File: config.mk
export PLATFORM = sky130hd
export DESIGN_NAME = flap_motion_ctrl_flat
export DESIGN_NICKNAME = d
export VERILOG_FILES = /design/src/rtl/flap_motion_if.sv /design/src/rtl/flap_motion_ctrl.sv /design/src/flat_wrapper.sv
export SDC_FILE = /design/constraint.sdc
export NUM_CORES = 1
export LEC_CHECK = 0
export CAP_MARGIN = 20
export CORE_UTILIZATION = 45
export DETAILED_ROUTE_END_ITERATION = 8
export GPL_ROUTABILITY_DRIVEN = 0
export MAX_ROUTING_LAYER = met4
export PLACE_DENSITY_LB_ADDON = 0.25
export SKIP_LAST_GASP = 1
export SLEW_MARGIN = 20
export SYNTH_ARGS = -nofsm -noshare
export SYNTH_HDL_FRONTEND = slang
export SYNTH_SLANG_ARGS = --single-unit
export TNS_END_PERCENT = 100
File: constraint.sdc
create_clock -name clk50 -period 3.95 [get_ports clk50]
set_clock_uncertainty 0.2 [all_clocks]
set_input_delay 0.395 -clock clk50 [delete_from_list [all_inputs] [get_ports clk50]]
set_output_delay 0.395 -clock clk50 [all_outputs]
set_load 0.02 [all_outputs]
File: src/rtl/flap_motion_if.sv
// Game-side bundle for the flap controller: raw key and enable in,
// motion direction, speed profile and pulses out.
interface flap_motion_if #(
  parameter int VEL_W = 4
);
  logic             key_press;
  logic             enable;
  logic             up;
  logic             down;
  logic [VEL_W-1:0] speed;
  logic             move_tick;
  logic             flap_pulse;

  // Drives the key and enable, observes the motion outputs.
  modport master (
    output key_press, enable,
    input  up, down, speed, move_tick, flap_pulse
  );

  // The controller itself.
  modport slave (
    input  key_press, enable,
    output up, down, speed, move_tick, flap_pulse
  );
endinterface

File: src/rtl/flap_motion_ctrl.sv
// Flap/gravity controller for the flappy-dot game.
// Turns each press of the active-low key into one flap, holds an upward
// flight window of FLY_TICKS cycles, then falls with a saturating speed.
// All outputs are registered.
module flap_motion_ctrl #(
  parameter int FLY_TICKS = 35000000,
  parameter int TIMER_W   = 28,
  parameter int TICK_DIV  = 500000,
  parameter int VEL_W     = 4,
  parameter int MAX_RISE  = 7,
  parameter int MAX_FALL  = 7
) (
  input  logic         clk50,
  input  logic         reset,
  flap_motion_if.slave bus
);

  localparam int TICK_W = (TICK_DIV > 1) ? $clog2(TICK_DIV) : 1;

  localparam logic [TIMER_W-1:0] FLY_LOAD  = TIMER_W'(FLY_TICKS - 1);
  localparam logic [TIMER_W-1:0] TIMER_ONE = TIMER_W'(1);
  localparam logic [TICK_W-1:0]  TICK_LAST = TICK_W'(TICK_DIV - 1);
  localparam logic [TICK_W-1:0]  TICK_ONE  = TICK_W'(1);
  localparam logic [VEL_W-1:0]   RISE_LOAD = VEL_W'(MAX_RISE);
  localparam logic [VEL_W-1:0]   FALL_MAX  = VEL_W'(MAX_FALL);
  localparam logic [VEL_W-1:0]   SPEED_ONE = VEL_W'(1);

  typedef enum logic [1:0] {
    ST_IDLE,
    ST_RISE,
    ST_FALL
  } state_t;

  state_t             r_state;
  state_t             w_stateNext;

  logic               r_syncS1;
  logic               r_syncS2;
  logic               r_syncS3;
  logic               w_press;

  logic [TIMER_W-1:0] r_flyTimer;
  logic [TIMER_W-1:0] w_flyTimerNext;
  logic [TICK_W-1:0]  r_tickCnt;
  logic [TICK_W-1:0]  w_tickCntNext;
  logic [TICK_W-1:0]  w_tickAdvance;
  logic               w_tickWrap;
  logic [VEL_W-1:0]   r_speed;
  logic [VEL_W-1:0]   w_speedNext;

  logic               r_up;
  logic               r_down;
  logic               r_moveTick;
  logic               w_moveTickNext;
  logic               r_flapPulse;
  logic               w_flapPulseNext;

  // Key synchroniser plus edge flop; reset high so an idle (released) key gives no edge.
  always_ff @(posedge clk50 or posedge reset) begin
    if (reset) begin
      r_syncS1 <= 1'b1;
      r_syncS2 <= 1'b1;
      r_syncS3 <= 1'b1;
    end else begin
      r_syncS1 <= bus.key_press;
      r_syncS2 <= r_syncS1;
      r_syncS3 <= r_syncS2;
    end
  end

  assign w_press       = r_syncS3 & ~r_syncS2;
  assign w_tickWrap    = (r_tickCnt == TICK_LAST);
  assign w_tickAdvance = w_tickWrap ? '0 : (r_tickCnt + TICK_ONE);

  // State register with counters and registered outputs taken from the next-state logic.
  always_ff @(posedge clk50 or posedge reset) begin
    if (reset) begin
      r_state     <= ST_IDLE;
      r_flyTimer  <= '0;
      r_tickCnt   <= '0;
      r_speed     <= '0;
      r_up        <= 1'b0;
      r_down      <= 1'b0;
      r_moveTick  <= 1'b0;
      r_flapPulse <= 1'b0;
    end else begin
      r_state     <= w_stateNext;
      r_flyTimer  <= w_flyTimerNext;
      r_tickCnt   <= w_tickCntNext;
      r_speed     <= w_speedNext;
      r_up        <= (w_stateNext == ST_RISE);
      r_down      <= (w_stateNext == ST_FALL);
      r_moveTick  <= w_moveTickNext;
      r_flapPulse <= w_flapPulseNext;
    end
  end

  // Next state: disable beats everything, then a flap beats timer expiry and tick updates.
  always_comb begin
    w_stateNext     = r_state;
    w_flyTimerNext  = r_flyTimer;
    w_tickCntNext   = r_tickCnt;
    w_speedNext     = r_speed;
    w_moveTickNext  = 1'b0;
    w_flapPulseNext = 1'b0;

    if (!bus.enable) begin
      w_stateNext    = ST_IDLE;
      w_flyTimerNext = '0;
      w_tickCntNext  = '0;
      w_speedNext    = '0;
    end else if (w_press) begin
      w_stateNext     = ST_RISE;
      w_flyTimerNext  = FLY_LOAD;
      w_tickCntNext   = '0;
      w_speedNext     = RISE_LOAD;
      w_flapPulseNext = 1'b1;
    end else begin
      case (r_state)
        ST_IDLE: begin
          w_stateNext    = ST_FALL;
          w_flyTimerNext = '0;
          w_tickCntNext  = '0;
          w_speedNext    = SPEED_ONE;
        end
        ST_RISE: begin
          w_tickCntNext  = w_tickAdvance;
          w_moveTickNext = w_tickWrap;
          if (r_flyTimer == '0) begin
            w_stateNext = ST_FALL;
            w_speedNext = SPEED_ONE;
          end else begin
            w_flyTimerNext = r_flyTimer - TIMER_ONE;
            if (w_tickWrap && (r_speed > SPEED_ONE)) begin
              w_speedNext = r_speed - SPEED_ONE;
            end
          end
        end
        ST_FALL: begin
          w_tickCntNext  = w_tickAdvance;
          w_moveTickNext = w_tickWrap;
          if (w_tickWrap && (r_speed < FALL_MAX)) begin
            w_speedNext = r_speed + SPEED_ONE;
          end
        end
        default: begin
          w_stateNext    = ST_IDLE;
          w_flyTimerNext = '0;
          w_tickCntNext  = '0;
          w_speedNext    = '0;
        end
      endcase
    end
  end

  assign bus.up         = r_up;
  assign bus.down       = r_down;
  assign bus.speed      = r_speed;
  assign bus.move_tick  = r_moveTick;
  assign bus.flap_pulse = r_flapPulse;

endmodule
File: src/flat_wrapper.sv
// flat-port wrapper written by rule: the top's interface ports become plain ports
module flap_motion_ctrl_flat 
#(
  parameter int FLY_TICKS = 35000000,
  parameter int TIMER_W   = 28,
  parameter int TICK_DIV  = 500000,
  parameter int VEL_W     = 4,
  parameter int MAX_RISE  = 7,
  parameter int MAX_FALL  = 7
)
  (clk50, reset, bus_key_press, bus_enable, bus_up, bus_down, bus_speed, bus_move_tick, bus_flap_pulse);
  flap_motion_if #(.VEL_W(VEL_W)) bus_i ();
  input  logic clk50;
  input  logic reset;
  input wire logic [$bits(bus_i.key_press)-1:0] bus_key_press;
  input wire logic [$bits(bus_i.enable)-1:0] bus_enable;
  output wire logic [$bits(bus_i.up)-1:0] bus_up;
  output wire logic [$bits(bus_i.down)-1:0] bus_down;
  output wire logic [$bits(bus_i.speed)-1:0] bus_speed;
  output wire logic [$bits(bus_i.move_tick)-1:0] bus_move_tick;
  output wire logic [$bits(bus_i.flap_pulse)-1:0] bus_flap_pulse;
  assign bus_i.key_press = bus_key_press;
  assign bus_i.enable = bus_enable;
  assign bus_up = bus_i.up;
  assign bus_down = bus_i.down;
  assign bus_speed = bus_i.speed;
  assign bus_move_tick = bus_i.move_tick;
  assign bus_flap_pulse = bus_i.flap_pulse;
  flap_motion_ctrl #(.FLY_TICKS(FLY_TICKS), .TIMER_W(TIMER_W), .TICK_DIV(TICK_DIV), .VEL_W(VEL_W), .MAX_RISE(MAX_RISE), .MAX_FALL(MAX_FALL)) u_core (.clk50(clk50), .reset(reset), .bus(bus_i));
endmodule
==> results.txt <==
The count of pins over their slew limit came out at 0. For this design, the CTS-stage hold fixing added 0 buffers. The largest net degree at the start of global routing came out at 34. Yosys printed 0 warnings.

The die height came out at 88.1 um. Routed signal wires occupy layers up through met4. The total track usage came out at a little over a fifth.

The largest total area in the synthesized netlist belongs to dfrtp_1. Summing all multi-input logic gate instances after layout gives 1710 um2. The routed metal-1 wirelength came out at between 3 and 4 mm. On the worst path, the slowest cell contributes a delay of about 550 ps. The average size of a mapped cell came out at between 9 and 10 um2. The fraction of synthesized cell area taken by the top area cell type came out at a little over two fifths. The routed design uses roughly 290 um of met3 wire. Once the floorplan was initialized, standard cells occupied ~46% of the core.

The kind of capture point of the worst setup path is a register. The number of buffers added for setup after CTS is 0. The family with the most delay on the worst path is simple AND/OR/NAND/NOR gates.

In the synthesized netlist the dominant register cell turns out to be dfrtp_1. The setup path with the least slack is of type register to register. The gate count after technology mapping came out at around 360. For the pin with the worst max-slew slack, the measured transition is 706 ps. The clock period could shrink to between 3000 and 4000 ps. The data required time of the critical path is ~4000 ps. Clock-pin slew was measured on the worst setup and hold paths at 60 ps. The tightest min-delay check is of the register to register type. Detailed placement ended at an HPWL of between 5 and 6 mm. The largest voltage drop on the vdd net came out at around 260 uV. By instance count, the leading cell after synthesis is dfrtp_1. The total area of sequential cells came out at between 1500 and 2000 um2. The layout overhead on the synthesized area is 12.6%. The number of nets in the synthesized netlist is ~380. In this run the clock root is driven by a clkbuf_8.

Dividing total power by cell area gives a power density of 420 nW/um2. The ratio of routed vias to standard cells came out at about 5.6. Adding up every negative setup slack in the final design gives 0 ps. The number of global-route vias before repair came out at 2566. Summed over all cells, the static leakage comes to around 0.0015 uW. The launching element type of the critical path is a register. The horizontal die dimension came out at approximately 88 um.

The run finished with clean final reports. Counting instances in the post-synthesis netlist gives the leading cell types as 57 x dfrtp_1, 52 x nor2_1, 28 x o21ai_0. The share of the cycle needed by the critical path after routing is between 70% and 80%. The count of non-filler cells in the finished layout is about 480. The overflow left after global routing came out at 0. The total instance count after detailed placement is 462. The remaining antenna violation count came out at 0. The placeable core area is around 7000 um2. Yosys attributes the largest share of cell area to dfrtp_1 43%, nor2_1 5.9%, o21ai_0 4.2%. The number of antenna violations at the first check in global routing came out at 0. The first-pass GRT wire length came out at 12.3 mm. Summing over every cut layer, the via total after detailed routing is 2678. Setup violations remaining at the end of the flow were counted as 0. In this run, synthesis inferred 0 flip-flops with an integrated enable. The peak clock frequency supported by timing is roughly 320 MHz. After clock tree synthesis, the repair step resized 0 gates. The layout cell share with drive strength beyond 1 came out at ~9.0%. The cell area that synthesis handed to floorplanning was around 3300 um2.

The reported max-cap violation count is 0. The count of standard-cell rows is 31. Together, buffers and inverters on the worst path number 2. Traced cell by cell, the critical path runs through inv_1 > ha_1 > or4b_1 > nor2_2 > a41oi_2 > nor2_2 > buf_4 > o21ai_0 > o21ai_0.

The later pin in the worst-skew pair is clocked with a latency of between 300 and 400 ps. The net count of the finished layout came out at 387. The initial DRC count came out at roughly 180.

The top-level port count is 12. The routed wirelength normalized by instance count is between 15 and 20 um. Wire segments on met2 add up to ~3.5 mm in the final route. Summing the sequential cell areas from Yosys gives about 45% of the chip area. The flip-flop and latch count after synthesis is 60. The floorplan step defined a die boundary enclosing ~7800 um2. The final layout contains routed wiring with a total length of between 7 and 8 mm. TritonCTS built the clock tree. The highest net fanout along the worst path came out at 14. The number of fill cells in the layout came out at roughly 700. The number of levels the H-tree was split into is 3. The worst endpoint data arrival time came out at 3150 ps. The number of port buffers is 11. The count of TritonRoute iterations in the first routing pass came out at 4. TritonCTS created 9 clock buffers. Of all flip-flops after synthesis, the portion carrying an async set or reset was 100%. The repair_antennas step left the layout with diodes totalling 0.

The number of failing hold endpoints at the final stage came out at 0. After synthesis, the netlist uses between 50 and 60 different library cells. The remaining max-slew budget at the tightest pin came out at approximately 53%.

In the routed design, unresolved DRC markers number 0. Setup repair after global routing left no endpoint under its margin. For this design, the sink count on the clock tree is 60. The master of the slowest instance on the critical path is or4b_1. The worst hold-check slack came out at between 150 and 200 ps. The maximum root-to-sink buffer count is 2.
[registers in the layout, indices dropped and copies added (netlist names)]
register,cells
u_core.r_syncS3,1
u_core.bus.down,1
u_core.r_tickCnt,19
u_core.bus.up,1
u_core.bus.flap_pulse,1
u_core.r_syncS1,1
u_core.bus.move_tick,1
u_core.bus.speed,4
u_core.r_syncS2,1
u_core.r_state,2
u_core.r_flyTimer,28
[layout by cell type (no fill, tap or decap), types with 4 or more instances in the layout]
| cell | instances |
|---|---|
| nand3_1 | 9 |
| o31ai_1 | 4 |
| o21ai_0 | 28 |
| clkbuf_8 | 10 |
| dfrtp_1 | 57 |
| nand2_1 | 27 |
| or3_1 | 6 |
| ha_1 | 9 |
| xnor2_1 | 16 |
| a211oi_1 | 6 |
| nand4_1 | 5 |
| nor2_1 | 52 |
| xor2_1 | 11 |
| clkdlybuf4s50_1 | 11 |
| a21oi_1 | 21 |
| nor3_1 | 12 |
| nor2b_1 | 5 |
| inv_1 | 10 |
| o21ai_1 | 5 |
| or4_1 | 6 |
[final timing paths]
check	startpoint	to	slack, ps	cells past startpoint
setup / recovery	u_core.r_flyTimer[0]	u_core.r_flyTimer[20]	850	9
hold / removal	u_core.r_syncS1	u_core.r_syncS2	160	0
setup reg to reg	u_core.r_flyTimer[0]	u_core.r_flyTimer[20]	850	9
hold reg to reg	u_core.r_syncS1	u_core.r_syncS2	160	0
max in group asynchronous	reset	u_core.bus.speed[2]	2830	3
min in group asynchronous	reset	u_core.r_tickCnt[15]	180	2
[per-stage QoR]
step | power (uW) | utilization [%] | worst slack (ps) | area [um2]
2_1_floorplan | 895 | - | 1310 | 3340
3_3_place_gp | 965 | 48.7 | 979 | 3520
3_5_place_dp | 971 | 49.0 | 892 | 3540
4_1_cts | 1590 | 52.0 | 884 | 3750
5_1_grt | 1650 | 52.0 | 659 | 3750
6_report | 1580 | 52.0 | 851 | 3750
[cells by family (layout without fill, tap and decap cells)]
family | count (synthesis) | in the layout | synth area share [%]
AND/OR/NAND/NOR | 150 | 150 | 23.4
flip-flops | 60 | 60 | 45.1
multiplexers | 4 | 4 | 1.28
buffers and inverters | 27 | 42 | 3.53
adder cells (fa/ha/maj) | 9 | 9 | 3.38
XOR/XNOR | 27 | 27 | 7.09
AO/OA/AOI/OAI | 87 | 87 | 16.2
[per-layer routing]
| layer | vias to the layer above | track usage [%] |
|---|---|---|
| met2 | 51 | 32.2 |
| met1 | 1299 | 28.2 |
| met4 | 0 | 7.62 |
| li1 | 1322 | - |
| met3 | 6 | 6.22 |
| met5 | - | - |
[worst reg2reg max path: stages (launching register included)]
cell and delay [ps]:
dfrtp_1 380, inv_1 100, ha_1 230, or4b_1 550, nor2_2 360, a41oi_2 270
nor2_2 450, buf_4 280, o21ai_0 110, o21ai_0 90
[report_power, final]
part	switching, uW	total (uW)	internal [uW]
registers	29.6	671	641
clock network	240	613	373
logic	182	293	110
[area by class of cell]
class,instances,area share [%]
clock buffer,12,3.87
timing repair buffer,15,4.07
multi-input combinational,277,45.6
tap,99,3.30
sequential,60,40.1
inverter,11,1.10
clock inverter,4,1.97
Power figures use the tool's default switching activity.
